`src/rtl/pipe_pkg.sv`:
```
// Shared definitions for the generic pipeline stage register: state encoding,
// control-bit positions and default payload/control widths per stage boundary.
package pipe_pkg;

  typedef enum logic [1:0] {
    ST_EMPTY = 2'd0,
    ST_ONE   = 2'd1,
    ST_TWO   = 2'd2
  } pipe_state_e;

  // Bit positions inside the control vector.
  localparam int CTRL_WREG  = 0;
  localparam int CTRL_M2REG = 1;
  localparam int CTRL_WMEM  = 2;

  // ID->EX: {a[31:0], b[31:0], imm[31:0], rd[4:0]}
  localparam int IDEX_DATA_W = 101;
  localparam int IDEX_CTRL_W = 3;
  // EX->ME: {ans[31:0], b[31:0], rw[4:0]}
  localparam int EXME_DATA_W = 69;
  localparam int EXME_CTRL_W = 3;
  // ME->WB: {mo[31:0], ans[31:0], rw[4:0]}
  localparam int MEWB_DATA_W = 69;
  localparam int MEWB_CTRL_W = 2;

endpackage

```
`src/rtl/pipe_slot.sv`:
```
// One register slot of the stage: a valid bit, a payload and control bits.
// clear wins over load and zeroes valid and ctrl, leaving the payload as is.
module pipe_slot
  import pipe_pkg::*;
#(
  parameter int DATA_W = EXME_DATA_W,
  parameter int CTRL_W = EXME_CTRL_W
) (
  input  logic              clock,
  input  logic              reset_0,
  input  logic              load,
  input  logic              clear,
  input  logic [DATA_W-1:0] d_data,
  input  logic [CTRL_W-1:0] d_ctrl,
  output logic              valid,
  output logic [DATA_W-1:0] q_data,
  output logic [CTRL_W-1:0] q_ctrl
);

  always_ff @(posedge clock or negedge reset_0) begin
    if (!reset_0) begin
      valid  <= 1'b0;
      q_data <= '0;
      q_ctrl <= '0;
    end else if (clear) begin
      // ctrl goes to zero with valid so a bubble never carries write enables
      valid  <= 1'b0;
      q_ctrl <= '0;
    end else if (load) begin
      valid  <= 1'b1;
      q_data <= d_data;
      q_ctrl <= d_ctrl;
    end
  end

endmodule

```
`src/rtl/pipe_reg_skid.sv`:
```
// Generic pipeline stage register with a 2-entry skid buffer and flush.
// Define PIPE_REG_STAT_EN to add saturating stall/flush statistics counters.
//
// Handshake: an entry moves when valid and ready are both high at a rising
// clock edge; valid never depends on ready, and in_ready is taken only from
// the skid slot's valid register, so out_ready has no combinational path to it.
module pipe_reg_skid
  import pipe_pkg::*;
#(
  parameter int DATA_W = EXME_DATA_W,
  parameter int CTRL_W = EXME_CTRL_W
`ifdef PIPE_REG_STAT_EN
  ,
  parameter int CNT_W  = 16
`endif
) (
  input  logic              clock,
  input  logic              reset_0,
  input  logic              flush,
  input  logic              in_valid,
  output logic              in_ready,
  input  logic [DATA_W-1:0] in_data,
  input  logic [CTRL_W-1:0] in_ctrl,
  output logic              out_valid,
  input  logic              out_ready,
  output logic [DATA_W-1:0] out_data,
  output logic [CTRL_W-1:0] out_ctrl,
`ifdef PIPE_REG_STAT_EN
  output logic [CNT_W-1:0]  stall_cnt,
  output logic [CNT_W-1:0]  flush_cnt,
`endif
  output pipe_state_e       state
);

  logic              main_valid;
  logic              main_load;
  logic              main_clear;
  logic              main_from_skid;
  logic [DATA_W-1:0] main_d_data;
  logic [CTRL_W-1:0] main_d_ctrl;

  logic              skid_valid;
  logic              skid_load;
  logic              skid_clear;
  logic [DATA_W-1:0] skid_data;
  logic [CTRL_W-1:0] skid_ctrl;

  logic              in_fire;
  logic              out_fire;
  pipe_state_e       st;

  assign in_ready  = !skid_valid;
  assign out_valid = main_valid;
  assign in_fire   = in_valid & in_ready;
  assign out_fire  = out_valid & out_ready;
  assign state     = st;

  always_comb begin
    main_load      = 1'b0;
    main_clear     = 1'b0;
    main_from_skid = 1'b0;
    skid_load      = 1'b0;
    skid_clear     = 1'b0;
    if (flush) begin
      main_clear = 1'b1;
      skid_clear = 1'b1;
    end else begin
      case (st)
        ST_EMPTY: main_load = in_fire;
        ST_ONE: begin
          if (in_fire && !out_fire) begin
            skid_load = 1'b1;
          end else if (in_fire && out_fire) begin
            main_load = 1'b1;
          end else if (out_fire) begin
            main_clear = 1'b1;
          end
        end
        ST_TWO: begin
          if (out_fire) begin
            main_load      = 1'b1;
            main_from_skid = 1'b1;
            skid_clear     = 1'b1;
          end
        end
        default: begin
          main_clear = 1'b1;
          skid_clear = 1'b1;
        end
      endcase
    end
  end

  // Main refills from skid when draining TWO, otherwise straight from upstream.
  assign main_d_data = main_from_skid ? skid_data : in_data;
  assign main_d_ctrl = main_from_skid ? skid_ctrl : in_ctrl;

  always_ff @(posedge clock or negedge reset_0) begin
    if (!reset_0) begin
      st <= ST_EMPTY;
    end else if (flush) begin
      st <= ST_EMPTY;
    end else begin
      case (st)
        ST_EMPTY: if (in_fire) st <= ST_ONE;
        ST_ONE: begin
          if (in_fire && !out_fire) st <= ST_TWO;
          else if (!in_fire && out_fire) st <= ST_EMPTY;
        end
        ST_TWO:   if (out_fire) st <= ST_ONE;
        default:  st <= ST_EMPTY;
      endcase
    end
  end

  pipe_slot #(
    .DATA_W(DATA_W),
    .CTRL_W(CTRL_W)
  ) u_main (
    .clock  (clock),
    .reset_0(reset_0),
    .load   (main_load),
    .clear  (main_clear),
    .d_data (main_d_data),
    .d_ctrl (main_d_ctrl),
    .valid  (main_valid),
    .q_data (out_data),
    .q_ctrl (out_ctrl)
  );

  pipe_slot #(
    .DATA_W(DATA_W),
    .CTRL_W(CTRL_W)
  ) u_skid (
    .clock  (clock),
    .reset_0(reset_0),
    .load   (skid_load),
    .clear  (skid_clear),
    .d_data (in_data),
    .d_ctrl (in_ctrl),
    .valid  (skid_valid),
    .q_data (skid_data),
    .q_ctrl (skid_ctrl)
  );

`ifdef PIPE_REG_STAT_EN
  always_ff @(posedge clock or negedge reset_0) begin
    if (!reset_0) begin
      stall_cnt <= '0;
      flush_cnt <= '0;
    end else begin
      if (out_valid && !out_ready && (stall_cnt != {CNT_W{1'b1}})) begin
        stall_cnt <= stall_cnt + 1'b1;
      end
      // Only flushes that actually discard something are counted.
      if (flush && (main_valid || skid_valid) && (flush_cnt != {CNT_W{1'b1}})) begin
        flush_cnt <= flush_cnt + 1'b1;
      end
    end
  end
`endif

endmodule

```
`config.mk`:
```
export PLATFORM = sky130hd
export DESIGN_NAME = pipe_reg_skid
export DESIGN_NICKNAME = d
export VERILOG_FILES = /design/src/rtl/pipe_pkg.sv /design/src/rtl/pipe_slot.sv /design/src/rtl/pipe_reg_skid.sv
export SDC_FILE = /design/constraint.sdc
export NUM_CORES = 1
export LEC_CHECK = 0
export CAP_MARGIN = 20
export CORE_ASPECT_RATIO = 1.2
export CORE_UTILIZATION = 46
export CTS_CLUSTER_SIZE = 30
export DETAILED_ROUTE_END_ITERATION = 7
export PLACE_DENSITY = 0.73
export SLEW_MARGIN = 20
export SYNTH_ARGS = -nofsm -noshare
export SYNTH_HDL_FRONTEND = slang
export SYNTH_SLANG_ARGS = --single-unit
```
`constraint.sdc`:
```
create_clock -name clock -period 1.9 [get_ports clock]
set_clock_uncertainty 0.05 [all_clocks]
set_input_delay 0.38 -clock clock [delete_from_list [all_inputs] [get_ports clock]]
set_output_delay 0.38 -clock clock [all_outputs]
set_load 0.05 [all_outputs]
```
[After elaboration in Yosys (flattened, before gate mapping)]
Cells that the tools add are included.
Word-level totals
  bits in registers: 148
  memories kept: 0
  input bits: 77
  logic and storage cells: 62
  bits in read-only memories: 0
  output and inout bits: 76
  memory bits (writable): 0
  bits in latches: 0
Operators by class
  order comparisons: 0
  reductions and logical operators: 14
  multipliers: 0
  shift-type cells: 0
  add/subtract/negate cells: 0
  multiplexer cells: 32
  bitwise gates (word level): 4
  equality and inequality tests: 5
  div/mod/pow operators: 0
Operator list (number)
  $mux 69: 1
  $mux 1: 17
  $mux 3: 5
  $mux 2: 5
  $ne 3x3->1 const B: 2
  $pmux 2 s3: 1
  $ne 4x4->1 const B: 1
  $pmux 1 s2: 2
  $reduce_and 2->1: 2
  $reduce_bool 2->1: 2
  $reduce_or 2->1: 2
  $logic_and 1x1->1: 3
  $logic_not 1->1: 3
  $pmux 1 s3: 1
  $reduce_and 3->1: 1
  $and 1x1->1: 2
  $eq 2x1->1 const B: 1
  $eq 2x2->1 const B: 1
  $logic_not 2->1: 1
  $not 1->1: 2

[Longest topological paths before layout]
Gate-level depths: netlist (run 1).
  depth in word-level cells: 9
  gate-level depth with buffers: 6
  mapped depth without buffers: 4

[Cells and area by module]
Synthesis (run 1) repeated with hierarchy kept, for this count alone.
Unflattened totals
  cell total of the unflattened synthesis: 423
  area total of the unflattened synthesis: 6647.6 µm²
Modules (own cells, without submodules)
  pipe_slot: instances 2, area an instance 2777.7 µm², cells an instance 160
  pipe_reg_skid: instances 1, area an instance 1092.3 µm², cells an instance 103

[Worst setup path after synthesis (run 1)]
No wires, ideal clock.
  path type: register to register
  from: register st[0], in the netlist state[0]
  to: register u_skid.q_data[0]
  period minus slack after synthesis: 2.044 ns
  required time: 1.723 ns
  path slack: -0.144 ns
  stages on the path, launching flop included: 6
  data arrival time: 1.866 ns
  setup time: 0.127 ns
  cells stage by stage: dfrtp_1 a21bo_2 nor4_2 buf_4 buf_6 mux2_1
On the way
  cells in the longest elaborated chain, start to end: 6
  elaborated cells between the ends (all ways): 10
  those cells by class: 2 x eq/ne; 4 x mux; 1 x bitwise; 3 x reduce/logical
RTL lines
  start, declared: RTL line pipe_reg_skid.sv:50  | pipe_state_e st;
  start signal, assigned: RTL line pipe_reg_skid.sv:100  | st <= ST_EMPTY;
  start signal, assigned: RTL line pipe_reg_skid.sv:102  | st <= ST_EMPTY;
  start signal, assigned: RTL line pipe_reg_skid.sv:105  | ST_EMPTY: if (in_fire) st <= ST_ONE;
  $eq 2x1->1 or $logic_not 2->1 (tied branches): RTL line pipe_reg_skid.sv:68  | case (st)
  $reduce_or 2->1 (no line)
  $pmux 1 s2: RTL line pipe_reg_skid.sv:68
  $mux 1: RTL line pipe_reg_skid.sv:64  | if (flush) begin
  $not 1->1 (no line)
  $reduce_and 2->1 (no line) (*)
  end signal, assigned: RTL line pipe_slot.sv:31  | q_data <= d_data;
  end, declared: RTL line pipe_slot.sv:16  | output logic [DATA_W-1:0] q_data,
Every way passes the cells marked *; elsewhere a longest branch is shown, timed or not.
A chain may end at the register's enable or synchronous reset.

[Final worst setup path (run 1)]
  from: input out_ready
  to: register u_main.q_data[21]
On the way
  cells in the longest elaborated chain, start to end: 8
  elaborated cells between the ends (all ways): 18
  those cells by class: 12 x mux; 2 x bitwise; 4 x reduce/logical
RTL lines
  start, declared: RTL line pipe_reg_skid.sv:25  | input logic out_ready,
  $and 1x1->1 (*): RTL line pipe_reg_skid.sv:55  | assign out_fire = out_valid & out_ready;
  $mux 1, or another cell as far along: RTL line pipe_reg_skid.sv:75, pipe_reg_skid.sv:80
  $mux 1 or $logic_and 1x1->1 (tied branches): RTL line pipe_reg_skid.sv:73, pipe_reg_skid.sv:71
  $mux 1: RTL line pipe_reg_skid.sv:71  | if (in_fire && !out_fire) begin
  $pmux 1 s2: RTL line pipe_reg_skid.sv:68
  $mux 1: RTL line pipe_reg_skid.sv:64
  $not 1->1 (no line)
  $reduce_and 2->1 (no line)
  end signal, assigned: RTL line pipe_slot.sv:31
  end, declared: RTL line pipe_slot.sv:16
Marks and branches as above.

==> impl_metrics.csv, run 1 <==
group,metric,value,unit
synthesis,async_flop_share,1.000,
synthesis,syn_nets,495,
power,p_int,8.187,mW
synthesis,synth-seq-cells,148,
run,drv_cap,0,
placement,dpl.cell_count,770,
synthesis,netlist_instances,418,
min_path,hold_start,"flush",
synthesis,yosys-top-cells-area,"dfrtp_1 52%, mux2_4 28%, mux2_1 9.8%",
floorplan,rows,49,
final_layout,nNetsFinal,669,
final_layout,final_cell_mix,"145 x dfrtp_1, 134 x mux2_4, 82 x buf_4",
final_layout,fillers,1168,
floorplan,core,15080,sq um
power,peakVddDrop,0.9152,mV
power,seqPwrFrac,0.396,
clocking,clk_pin_slew,0.06,ns
final_layout,n_antenna_cell,0,
floorplan,dieHeight,138.4,um
route,drc,0,
timing,max_freq,0.5323,GHz
route,wl,14790,um
power,power.leakage,4.546,nW
global_route,grt_pass1_wl,23180,um
setup_path,crit_slowest_cell,"clkdlybuf4s50_1",
final_layout,regArea,3707,sq um
setup_path,r2r-start,"state[1]",
route,drt_iter0_markers,122,
global_route,first_global_vias,4580,
timing,relSlewSlack,0.6771,
placement,placed_cell_area,8760,sq um
synthesis,synth_ff_type,"dfrtp_1",
global_route,overflow,0,
setup_path,cp_slowest_stage_delay,0.55,ns
min_path,worstHoldPathType,"input port to flop",
synthesis,seq_area_frac_synth,0.5193,
setup_path,critPathLaunchType,"input port",
synthesis,synthesis.area,7132,sq um
power,p_per_area,1340,nW/um^2
timing,slew_viol_final,0,
synthesis,synth_edf_count,0,
placement,dpl.hpwl,9993,um
final_layout,area_growth,32.23,%
setup_path,worstPathRequired,2.15,ns
power,pwr-share-clk,0.242,
setup_path,worst_ep_arrival_time,2.13,ns
clocking,cts.htree.levels,4,
clocking,clock_latency,0.42,ns
setup_path,worstSetupEndpointType,"flop",
route,first_pass_iters,4,
setup_path,crit_top_cell,"mux2_4",
route,vias_per_cell,5.061,
floorplan,initial_core_util,0.4729,
run_status,outcome,"finished clean",
synthesis,yosys_warnings,0,
global_route,grt_max_degree,65,
global_route,antenna_found_initial,0,
final_layout,final_cell_area,9430,sq um
floorplan,dieArea,16010,sq um
synthesis,yosysTopAreaCell,"dfrtp_1",
final_layout,final_layout_size_suffix_gt1_frac,0.4784,
clocking,ctsRootBufferMaster,"clkbuf_16",
power,switching_share,0.3522,
setup_path,cp_max_fo,9,
power,p_comb_frac,0.361,
global_route,gr-usage-all-layers,0.1905,
setup_path,startpoint,"out_ready",
clocking,ctsLongestPathBuffers,2,
route,via_count,4079,
timing,finalSetupViolations,0,
timing,tightest_slew,0.4863,ns
placement,port_buffers,152,
final_layout,instances_no_fill,806,
final_layout,multi_input_area,3164,sq um
timing,fin_crit,1.879,ns
route,wl_per_cell,18.35,um
power,switchingPower,4.452,mW
route,antenna_left,0,
placement,gp_congestion,0.8058,
setup_path,path_class,"input port to flop",
synthesis,synth_cell_types,33,
setup_path,path_cells,"clkdlybuf4s50_1, and2_4, nand3_4, buf_12, clkbuf_16, mux2_4, mux2_4",
clocking,cts_tree,"yes",
timing,finalCritPeriodShare,0.9887,
floorplan,die_w,115.7,um
synthesis,yosysTopAreaCellShare,0.5193,
synthesis,syn_area_per_cell,17.06,sq um
final_layout,finalCoreUtilization,0.6253,
floorplan,pin_count,153,
timing,hold_viol_final,0,
clocking,cts_made_buffers,17,
final_layout,layout_commonest_cell,"dfrtp_1",
clocking,cts.sinks,148,
## worst paths after layout
check                                    endpoint  cells after the start  slack [ns]
worst max-delay path            u_main.q_data[21]                      7        0.02
worst min-delay path                     state[0]                      2        0.29
worst max register to register   u_main.q_data[0]                      5        0.07
worst min register to register  u_skid.q_data[60]                      1        0.43
max in group asynchronous       u_main.q_data[14]                      3        0.84
min in group asynchronous       u_skid.q_data[38]                      2        0.33
## cell usage after synthesis (2+ instances only)
cell,instances
a21oi_1,3
a22o_1,6
buf_4,2
buf_6,21
dfrtp_1,148
inv_1,2
mux2_1,62
mux2_2,14
mux2_4,134
nor2_1,3
## registers in the layout (all words and copies together) (netlist names)
signal,count
u_main.q_ctrl,3
u_skid.q_data,69
state,2
u_main.valid,1
u_main.q_data,69
u_skid.q_ctrl,3
u_skid.valid,1
## routing by layer
layer | GRT usage | up-vias | wire [um]
li1 | - | 1850 | -
met1 | 0.2141 | 2114 | 5993
met3 | 0.03902 | 20 | 507
met4 | 0.08097 | 0 | 271
met2 | 0.3438 | 95 | 8020
met5 | 0 | - | 0
## stage by stage
stage          setup TNS [ns]  hold slack [ns]  total power, mW  worst slack (ns)
2_1_floorplan         -0.8468          0.03441            8.145          -0.01411
3_3_place_gp           -46.53           0.1921            9.474           -0.3900
3_5_place_dp           -55.70           0.1949            9.654           -0.4776
4_1_cts                     0           0.3178            12.75           0.02588
5_1_grt              -0.03681           0.2939            13.20         -0.008589
6_report                    0           0.2899            12.64           0.02142
## critical path, delay by kind of cell
family                 cells  cell delay, ns
buffers and inverters      3            0.88
multiplexers               2            0.56
AND/OR/NAND/NOR            2            0.30
## kinds of logic (layout without fill, tap and decap cells)
| group | Yosys count | after routing | share of synthesized area |
|---|---|---|---|
| AO/OA/AOI/OAI | 18 | 18 | 0.02123 |
| buffers and inverters | 27 | 211 | 0.03895 |
| flip-flops | 148 | 148 | 0.5193 |
| multiplexers | 211 | 211 | 0.4035 |
| AND/OR/NAND/NOR | 14 | 14 | 0.01702 |
## what timing repair did
item                                    CTS  global route
pin swaps                                 0             1
buffers inserted                          0             1
gates resized for setup                   2             6
hold buffers                              1             0
hold endpoints to repair                 18             0
endpoints found under the setup margin   67            25
cloned                                    0             5
## layout make-up
| class | instances | area share |
|---|---|---|
| timing repair buffer | 180 | 0.1877 |
| clock buffer | 24 | 0.05002 |
| tap | 204 | 0.02707 |
| multi-input combinational | 243 | 0.3355 |
| inverter | 2 | 0.0007961 |
| clock inverter | 5 | 0.005705 |
| sequential | 148 | 0.3931 |
## power groups by stage
| stage | combinational [mW] | sequential (mW) | clock [mW] |
|---|---|---|---|
| 6_report | 4.57 | 5.01 | 3.06 |
| 5_1_grt | 4.79 | 5.15 | 3.26 |
| 4_1_cts | 4.61 | 5.01 | 3.13 |
| 3_5_place_dp | 4.61 | 5.04 | 0 |
| 3_3_place_gp | 4.50 | 4.97 | 0 |
| 2_1_floorplan | 1.58 | 6.56 | 0 |
No activity file was read; power rests on OpenSTA's default activity.
==> run 2: changes to the inputs <==
--- a/config.mk
+++ b/config.mk
@@ -10,7 +10,7 @@
 export CORE_UTILIZATION = 46
 export CTS_CLUSTER_SIZE = 30
 export DETAILED_ROUTE_END_ITERATION = 7
-export PLACE_DENSITY = 0.73
+export PLACE_DENSITY = 0.79
 export SLEW_MARGIN = 20
 export SYNTH_ARGS = -nofsm -noshare
 export SYNTH_HDL_FRONTEND = slang
==> run 2 against run 1 <==
Total power increased by 0.61%. Critical path depth is 2 lower. Core utilization about the same. Critical endpoint is now u_main.q_data[0].
==> impl_metrics.csv, run 2 (synthesis gave the netlist of run 1 again) <==
group,metric,value,unit
run_status,outcome,"finished clean",
setup_path,path_cells,"nor3b_4, a22oi_4, nor2_8, buf_12, mux2_2",
clocking,cts.htree.levels,4,
final_layout,area_growth,32.18,%
route,drt_iter0_markers,162,
timing,layout_setup_ws,0.04780,ns
floorplan,rows,49,
global_route,first_global_vias,4374,
global_route,grt_max_degree,45,
setup_path,worstPathRequired,2.15,ns
floorplan,dieHeight,138.4,um
power,power.leakage,4.548,nW
global_route,overflow,0,
timing,tightest_slew,0.3194,ns
route,vias_per_cell,5.095,
timing,setup_tns,0,ns
power,power,12.72,mW
final_layout,final_layout_size_suffix_gt1_frac,0.4876,
setup_path,cp_max_fo,21,
min_path,worstHoldPathType,"input port to async pin",
final_layout,top_regs,"u_main.q_data x69, u_skid.q_data x69",
route,wl,14710,um
clocking,ctsRootBufferMaster,"clkbuf_16",
clocking,clock_latency,0.42,ns
clocking,cts.sinks,148,
route,antenna_left,0,
final_layout,layout_commonest_cell,"dfrtp_1",
final_layout,instances_no_fill,811,
floorplan,die_w,115.7,um
timing,slew_viol_final,0,
placement,port_buffers,152,
global_route,antenna_found_initial,1,
setup_path,worst_ep_arrival_time,2.10,ns
setup_path,crit_buf_inv,1,
route,drc,0,
setup_path,critPathLaunchType,"flop",
timing,fin_crit,1.852,ns
route,via_count,4132,
final_layout,final_cell_mix,"145 x dfrtp_1, 135 x mux2_4, 94 x buf_4",
timing,finalCritPeriodShare,0.9748,
placement,placed_cell_area,8810,sq um
final_layout,nNetsFinal,674,
setup_path,worstSetupEndpointType,"flop",
route,wl_per_cell,18.14,um
floorplan,dieArea,16010,sq um
timing,max_freq,0.5399,GHz
setup_path,crit_family,"simple AND/OR/NAND/NOR gates",
final_layout,finalCoreUtilization,0.6250,
final_layout,n_antenna_cell,0,
timing,hold_ws,0.3826,ns
power,peakVddDrop,0.6321,mV
floorplan,pin_count,153,
floorplan,initial_core_util,0.4729,
placement,pre_cts_ws,-0.4448,ns
clocking,ctsLongestPathBuffers,2,
setup_path,cp_slowest_stage_delay,0.46,ns
global_route,grt_pass1_wl,23230,um
placement,gp_congestion,0.7669,
setup_path,path_class,"flop to flop",
clocking,clk_pin_slew,0.06,ns
placement,dpl.hpwl,10260,um
floorplan,core,15080,sq um
timing,finalSetupViolations,0,
timing,relSlewSlack,0.7870,
timing,rsz0062_at_grt,"true",
setup_path,crit_slowest_cell,"dfrtp_2",
timing,hold_viol_final,0,
global_route,gr-usage-all-layers,0.1940,
route,first_pass_iters,4,
final_layout,final_cell_area,9427,sq um
clocking,cts_made_buffers,17,
run,drv_cap,0,
power,p_per_area,1349,nW/um^2
placement,dpl.cell_count,777,
clocking,cts_tree,"yes",
run 2: what timing repair did:
action                                  CTS  global route
hold endpoints to repair                 28             0
cloned                                    0             2
pin swaps                                 0             0
hold buffers                              1             0
endpoints found under the setup margin    1            55
gates resized for setup                   1             2
buffers inserted                          0             2
run 2: layer usage:
metal	global-route usage	part of all wire
met5	0	0.00082
met4	0.09244	0.024
met3	0.05085	0.046
met2	0.3300	0.52
met1	0.2249	0.41
run 2: path summary, 6_finish.rpt:
kind	slack, ns	depth (start not counted)	end	from
hold / removal	0.38	2	u_main.q_data[35]	reset_0
hold reg to reg	0.43	1	u_skid.q_data[25]	u_skid.q_data[25]
min in group clock	0.43	1	u_skid.q_data[25]	u_skid.q_data[25]
max in group asynchronous	0.81	3	u_skid.q_data[34]	reset_0
setup / recovery	0.05	5	u_main.q_data[0]	state[1]
setup reg to reg	0.05	5	u_main.q_data[0]	state[1]
run 2: power breakdown:
group	internal (mW)	total, mW	switching, mW	leakage (nW)
Sequential	4.34	5.03	0.686	1.77
Combinational	2.03	4.62	2.58	2.50
Clock	1.87	3.07	1.20	0.268
Total	8.25	12.7	4.47	4.55
run 2: area by class of cell:
cell class / instances / area (sq um)
Clock buffer: 23 / 478.0
Clock inverter: 6 / 55.05
Fill cell: 1116 / 5655
Inverter: 2 / 7.507
Multi-Input combinational cell: 243 / 3164
Sequential cell: 148 / 3707
Tap cell: 204 / 255.2
Timing Repair Buffer: 185 / 1759
==> run 3: changes to the inputs <==
--- a/config.mk
+++ b/config.mk
@@ -15,3 +15,4 @@
 export SYNTH_ARGS = -nofsm -noshare
 export SYNTH_HDL_FRONTEND = slang
 export SYNTH_SLANG_ARGS = --single-unit
+export TNS_END_PERCENT = 30
==> run 3 against run 2 <==
Hold slack gained 0.024 ns. Final cell count grew 0.25%. Non-clock buffer count unchanged. Sequential cell count did not move. Total power is 3.6% higher. Sequential power hardly changed. Routed wire length is 0.64% higher. Via count is 1.4% lower. Worst setup slack worse by 0.0086 ns. Combinational power about the same.
==> impl_metrics.csv, run 3 (synthesis gave the netlist of run 1 again) <==
group,metric,value,unit
floorplan,rows,49,
final_layout,multi_input_area,3162,sq um
placement,pre_cts_ws,-0.3648,ns
setup_path,path_class,"flop to flop",
floorplan,dieArea,16010,sq um
power,switchingPower,4.521,mW
power,p_per_area,1388,nW/um^2
power,p_comb_frac,0.350,
run,drv_cap,0,
setup_path,worst_ep_arrival_time,2.11,ns
timing,layout_setup_ws,0.03925,ns
timing,finalCritPeriodShare,0.9793,
global_route,overflow,0,
final_layout,final_layout_size_suffix_gt1_frac,0.4893,
placement,dpl.hpwl,10350,um
clocking,clk_pin_slew,0.06,ns
timing,hold_viol_final,0,
setup_path,critPathLaunchType,"flop",
clocking,ctsLongestPathBuffers,2,
clocking,cts.sinks,148,
route,vias_per_cell,5.012,
timing,fin_crit,1.861,ns
timing,slew_viol_final,0,
timing,max_freq,0.5374,GHz
power,seqPwrFrac,0.381,
route,drt_iter0_markers,114,
final_layout,n_antenna_cell,0,
setup_path,cp_slowest_stage_delay,0.47,ns
clocking,cts_tree,"yes",
final_layout,nNetsFinal,674,
setup_path,path_cells,"nor3b_4, a22oi_4, nor2_8, buf_12, mux2_4",
final_layout,top_regs,"u_main.q_data x69, u_skid.q_data x69",
setup_path,cp_max_fo,28,
clocking,ctsRootBufferMaster,"clkbuf_16",
setup_path,worstPathRequired,2.15,ns
clocking,cts.htree.levels,4,
min_path,worstHoldPathType,"input port to async pin",
global_route,grt_max_degree,45,
floorplan,core,15080,sq um
placement,gp_congestion,0.7740,
power,peakVddDrop,0.5578,mV
power,switching_share,0.3433,
final_layout,layout_commonest_cell,"dfrtp_1",
run_status,outcome,"finished clean",
placement,port_buffers,152,
route,wl_per_cell,18.21,um
setup_path,worstSetupEndpointType,"flop",
power,p_int,8.648,mW
setup_path,ff2ff_path_depth,5,
final_layout,regArea,3707,sq um
floorplan,die_w,115.7,um
timing,finalSetupViolations,0,
power,power.leakage,4.576,nW
final_layout,final_cell_mix,"145 x dfrtp_1, 134 x mux2_4, 96 x buf_4",
timing,relSlewSlack,0.7044,
clocking,clock_latency,0.42,ns
final_layout,fillers,1142,
route,antenna_left,0,
route,first_pass_iters,3,
timing,rsz0062_at_grt,"true",
route,via_count,4075,
power,pwr-share-clk,0.269,
setup_path,r2r_slack,0.04,ns
global_route,antenna_found_initial,0,
final_layout,finalCoreUtilization,0.6290,
floorplan,initial_core_util,0.4729,
setup_path,r2r-start,"state[1]",
floorplan,dieHeight,138.4,um
setup_path,crit_slowest_cell,"dfrtp_2",
global_route,grt_pass1_wl,23740,um
global_route,gr-usage-all-layers,0.1950,
final_layout,area_growth,33.02,%
route,wl,14800,um
global_route,first_global_vias,4534,
floorplan,pin_count,153,
clocking,cts_made_buffers,17,
timing,tightest_slew,0.4435,ns
route,drc,0,
setup_path,r2r_end,"u_main.q_data[57]",
==> run 3: changes by cell type in the layout (fill, tap and decap cells not counted), sizes merged <==
cell      change
clkinvlp      +1
clkbuf        -2
bufinv        +3
buf           +1
clkinv        -1
==> run 3: power groups by stage <==
stage | Sequential [mW] | Clock [mW] | Combinational [mW]
floorplan | 6.56 | 0 | 1.58
global placement | 4.97 | 0 | 4.50
detailed placement | 5.06 | 0 | 4.61
CTS | 5.02 | 3.61 | 4.63
global route | 5.16 | 3.74 | 4.82
finish | 5.02 | 3.54 | 4.61
==> run 3: timing repair <==
action                                  4_1_cts  5_1_grt
resized for setup                             1        1
gates cloned                                  0        1
pin swaps                                     0        1
setup buffers                                 0        2
endpoints found under the setup margin       42       41
hold buffers                                  1        0
endpoints found under the hold margin        39        0
==> run 3: final cells by class <==
class / count / share of cell area
flip-flops and latches: 148 / 0.3908
inverters: 2 / 0.0007913
clock inverters: 9 / 0.01596
clock buffers: 22 / 0.04999
well taps: 204 / 0.02691
repair buffers: 185 / 0.1823
multi-input cells: 243 / 0.3333
==> run 3: layer usage <==
metal,GRT usage,vias up,part of all wire
met5,0,-,0
met2,0.3319,104,0.52
met3,0.04998,29,0.043
met4,0.08570,0,0.029
met1,0.2295,2082,0.41
li1,-,1860,-
==> run 3: worst max-delay path by stage <==
stage	start	to	slack, ns	depth (start not counted)
2_1_floorplan	state[1]	u_main.q_data[10]	-0.01	6
3_3_place_gp	out_ready	u_skid.q_data[33]	-0.37	7
3_5_place_dp	out_ready	u_skid.q_data[56]	-0.36	7
4_1_cts	state[1]	u_main.q_data[68]	0.02	5
5_1_grt	state[1]	u_main.q_data[43]	-0.03	5
6_report	state[1]	u_main.q_data[57]	0.04	5
==> run 3: metrics by stage <==
stage	instance area (sq um)	setup TNS, ns	hold slack, ns	instances	power, mW
2_1_floorplan	7139	-0.8468	0.03441	418	8.145
3_3_place_gp	8805	-47.05	0.2906	778	9.472
3_5_place_dp	8805	-47.13	0.3022	778	9.670
4_1_cts	9443	0	0.4174	810	13.27
5_1_grt	9487	-0.5369	0.4398	813	13.72
6_report	9487	0	0.4070	813	13.17
==> run 3: critical path: cells and delay by family (launching register included) <==
family | cells | cell delay (ns)
AND/OR/NAND/NOR | 2 | 0.48
multiplexers | 1 | 0.33
AO/OA/AOI/OAI | 1 | 0.13
flip-flops | 1 | 0.47
buffers and inverters | 1 | 0.27
